--- config.mk ---
export PLATFORM = sky130hd
export DESIGN_NAME = led_arbiter
export DESIGN_NICKNAME = d
export VERILOG_FILES = /design/src/rtl/led_arbiter.sv
export SDC_FILE = /design/constraint.sdc
export NUM_CORES = 1
export LEC_CHECK = 0
export ABC_AREA = 1
export BUFFER_PORTS_ARGS = -buffer_cell sky130_fd_sc_hd__buf_2
export CAP_MARGIN = 10
export CORE_AREA = 3 3 74 76
export DETAILED_ROUTE_END_ITERATION = 10
export DIE_AREA = 0 0 77 79
export PLACE_DENSITY = 0.64
export SLEW_MARGIN = 20
export SYNTH_ARGS = -nofsm -noshare
export SYNTH_HDL_FRONTEND = slang
export SYNTH_SLANG_ARGS = --single-unit
--- constraint.sdc ---
create_clock -name sys_clk -period 2.9 [get_ports sys_clk]
set_clock_uncertainty 0.1 [all_clocks]
set_input_delay 0.58 -clock sys_clk [delete_from_list [all_inputs] [get_ports sys_clk]]
set_output_delay 0.58 -clock sys_clk [all_outputs]
set_load 0.05 [all_outputs]
--- src/rtl/led_arbiter.sv ---
// Three-way fixed-priority owner of the RGB LED with preemption, tick-counted hold and blink engine.
// One-cycle latency req->grant/led (both registered); no backpressure, requesters just hold req.
module led_arbiter #(
   parameter logic [23:0] CLK_DIV    = 24'd12_000_000,
   parameter int          HOLD_TICKS = 2
) (
   input  logic       sys_clk,
   input  logic       sys_rst_n,
   input  logic [2:0] req,
   input  logic [2:0] color0,
   input  logic [2:0] color1,
   input  logic [2:0] color2,
   input  logic [2:0] blink,
   output logic [2:0] led,
   output logic [2:0] grant,
   output logic       tick
);

   localparam int HW = (HOLD_TICKS > 0) ? $clog2(HOLD_TICKS + 1) : 1;
   localparam logic [HW-1:0] HOLD_MAX = HW'(HOLD_TICKS);

   typedef enum logic {IDLE, OWN} state_t;

   state_t        state, state_n;
   logic [23:0]   cnt, cnt_n;
   logic          phase, phase_n;
   logic [HW-1:0] hold, hold_n, hold_inc;
   logic [2:0]    col_l, col_n;
   logic          blk_l, blk_n;
   logic [2:0]    grant_n, led_n, top;
   logic          chg;

   function automatic logic [2:0] top_req(input logic [2:0] r);
      if (r[2])      return 3'b100;
      else if (r[1]) return 3'b010;
      else if (r[0]) return 3'b001;
      else           return 3'b000;
   endfunction

   assign tick = (cnt == CLK_DIV - 24'd1);
   assign top  = top_req(req);

   always_comb begin
      // Hold value as it will stand after this edge, so release lands exactly on the HOLD_TICKS-th tick.
      hold_inc = hold;
      if (tick && hold != HOLD_MAX)
         hold_inc = hold + HW'(1);

      grant_n = grant;
      case (state)
         IDLE: grant_n = top;
         OWN: begin
            // One-hot compare: a numerically larger grant is a higher-priority requester.
            if (top > grant)
               grant_n = top;
            else if ((req & grant) != 3'b000)
               grant_n = grant;
            else if (hold_inc == HOLD_MAX)
               grant_n = top;
         end
         default: grant_n = 3'b000;
      endcase

      state_n = (grant_n != 3'b000) ? OWN : IDLE;
      chg     = (grant_n != grant);

      if (chg) begin
         cnt_n   = 24'd0;
         phase_n = 1'b0;
         hold_n  = '0;
         case (grant_n)
            3'b100:  begin col_n = color2; blk_n = blink[2]; end
            3'b010:  begin col_n = color1; blk_n = blink[1]; end
            3'b001:  begin col_n = color0; blk_n = blink[0]; end
            default: begin col_n = 3'b000; blk_n = 1'b0;     end
         endcase
      end else begin
         cnt_n   = tick ? 24'd0 : cnt + 24'd1;
         phase_n = phase ^ tick;
         hold_n  = hold_inc;
         col_n   = col_l;
         blk_n   = blk_l;
      end

      led_n = 3'b111;
      if (state_n == OWN && !(blk_n && phase_n))
         led_n = ~col_n;
   end

   always_ff @(posedge sys_clk or negedge sys_rst_n) begin
      if (!sys_rst_n) begin
         state <= IDLE;
         grant <= 3'b000;
         led   <= 3'b111;
         cnt   <= 24'd0;
         phase <= 1'b0;
         hold  <= '0;
         col_l <= 3'b000;
         blk_l <= 1'b0;
      end else begin
         state <= state_n;
         grant <= grant_n;
         led   <= led_n;
         cnt   <= cnt_n;
         phase <= phase_n;
         hold  <= hold_n;
         col_l <= col_n;
         blk_l <= blk_n;
      end
   end

endmodule
==> summary.txt <==
Die Area: 6080 um2
Crit path required time: 2220 ps
Leak Pwr: 1.18 nW
Seq/Total Area, Yosys: 43.9%
Max Slew Vio Count: 0
CTS max path bufs: 2
vias in the first global route: 1823
actual slew at the worst max-slew pin: 806 ps
status: finished clean
share of layout cells above drive strength 1: 19.7%
Gate Count Post-Synth: 267
Tcrit/Tclk final: 93.9%
first-pass GRT wire length: 8.14 mm
Row Count: 25
Area contributors post-synth: dfrtp_1 (40%), nand2_1 (8.8%), nor2_1 (6.7%)
Synth Register Bits: 38
share of the synthesized area in the top cell type: 40.2%
Total Neg Setup Slack: 0 ps
fin crit period: 2720 ps
Initial DRC Count: 97
power density over the cells: 880 nW/um2
Buffers on Ports: 23
Design Power: 2.24 mW
vias per cell: 5.00
setup violators final: 0
CTS tree: done
synthesized area: 2180 um2
Data arrival, critical path: 2040 ps
starting density of the core: 45.5%
Syn Area/Cell: 8.15 um2
fmax: 367 MHz
largest net degree at the start of global routing: 39
YS warnings: 0
maxcap violations: 0
Clock Pin Slew Worst Setup and Hold Paths: 70 ps
overall global routing resource usage: 16.6%
vias: 1854
cell taking the most area after synthesis: dfrtp_1
initial antenna violation count: 0
height of the die: 79 um
routed wire length: 4.57 mm
DR pass1 iterations: 5
min-delay worst type: input pin to async pin
Core Util, Final: 53.2%
Hold Violations, Final: 0
Remaining DRCs: 0
crit path max fanout: 5
Top Ports: 24
syn nets: 290
Std-Cell Core Area: 4790 um2
CP endpoint kind: primary output
WS Path Type: register to primary output
Relative slew margins: 46.2%
Overflow after GRT: 0
H-tree depth: 2
total CTS buffers: 5
die width: 77 um
CTS Sinks: 38
Final #Nets: 326
clk root buf: clkbuf_8
WHS: 275 ps
GP Congestion: 0.811
post-DP HPWL: 3.50 mm
clock network latency to the later pin of the worst-skew pair: 290 ps
RSZ-0062 raised after global routing: no
number of diodes: 0
Distinct cells, synth: 34
WL/cell: 12.3 um
post-route ant nets: 0
peak supply drop: 0.515 mV
CP Launch Type: register
Area Overhead vs Synth: 16.8%
## power breakdown
part	switching, mW	total, mW	internal, mW
logic	0.786	1.14	0.352
registers	0.0437	0.657	0.613
clock network	0.189	0.444	0.256
## cell families (layout without fill, tap and decap cells)
family          Yosys count  count (layout)  share of synthesized area, %
compound gates           16              16                          4.54
xor+xnor                 12              12                          5.17
fa+ha+maj                 6               6                          3.45
buf+inv                  38              75                          7.07
flops                    38              38                          43.9
simple gates            157             157                          35.9
## sequential cells by signal, indices dropped and copies added, names as in the netlist
signal and cells:
grant 3, phase 1, led 3, cnt 24, col_l 3, blk_l 1
hold 2, state 1
## per-stage QoR
| step | worst slack [ps] | instance area, um2 | std cells |
|---|---|---|---|
| floorplan | 67.1 | 2180 | 267 |
| global placement | 37.9 | 2410 | 361 |
| global route | 4.47 | 2540 | 371 |
| detailed placement | 5.65 | 2410 | 361 |
| CTS | 91.2 | 2520 | 369 |
| finish | 176 | 2540 | 371 |
## per-layer routing
layer / up-vias / GRT usage, % / share of wire [%]
li1: 954 / - / -
met1: 874 / 21.6 / 49
met2: 21 / 27.8 / 47
met3: 5 / 3.97 / 3.1
met4: 0 / 4.80 / 1.4
met5: - / 0 / 0
## timing repair
item,in CTS,in global routing
hold buffers,0,0
endpoints found under the setup margin,0,17
endpoints found under the hold margin,0,0
resized for setup,0,1
setup buffers,0,2
## final cells by class
class | count | area (um2)
tap | 67 | 83.8
clock inverter | 3 | 45.0
sequential | 38 | 955
timing repair buffer | 32 | 183
fill | 460 | 2240
inverter | 35 | 133
multi-input combinational | 191 | 1080
clock buffer | 5 | 68.8
## cell usage in the layout (no fill, tap or decap), drive strengths merged
cell type / n
a211oi: 1
a21boi: 1
a21oi: 5
a221oi: 1
a31oi: 2
buf: 32
bufinv: 1
clkbuf: 5
clkinv: 1
clkinvlp: 2
dfrtp: 35
dfstp: 3
ha: 6
inv: 34
nand2: 56
nand3: 25
nand3b: 1
nand4: 17
nor2: 40
nor3: 12
nor3b: 2
nor4: 4
o21ai: 6
xnor2: 4
xor2: 8
## critical path, cell delays in order, from the launching register on
cell     delay, ps
dfrtp_1        380
ha_1           210
nand2_1        140
nor3_4         250
buf_4          170
inv_1           70
nor2_1         220
buf_2          310
## final timing paths
kind | start | endpoint | slack [ps] | depth (start not counted)
hold reg to reg | col_l[1]$_DFF_PN0_ | col_l[1]$_DFF_PN0_ | 380 | 2
setup / recovery | cnt[0]$_DFF_PN0_ | tick | 180 | 7
min in group sys_clk | col_l[1]$_DFF_PN0_ | col_l[1]$_DFF_PN0_ | 380 | 2
setup reg to reg | cnt[0]$_DFF_PN0_ | led[1]$_DFF_PN1_ | 260 | 16
hold / removal | sys_rst_n | col_l[2]$_DFF_PN0_ | 280 | 1
max in group asynchronous | sys_rst_n | cnt[12]$_DFF_PN0_ | 1920 | 1
## cells in the mapped netlist
master	instances
clkinv_2	1
nor3_2	1
xor2_2	1
nand3_2	2
nand3b_1	1
buf_6	1
nand2_1	51
ha_1	6
o21ai_0	5
inv_2	1
buf_2	2
nor2_2	1
nor4_4	1
inv_1	33
a221oi_1	1
nor3_1	9
nor3b_1	2
nand2_2	2
xnor2_1	4
a21boi_0	1
dfstp_2	3
a21oi_1	4
o21ai_2	1
nand3_1	23
a21oi_2	1
nand4_1	17
nor4_1	3
a211oi_1	1
nand2_4	3
nor2_1	39
nor3_4	2
dfrtp_1	35
xor2_1	7
a31oi_1	2
No activity file was read; power rests on OpenSTA's default activity.
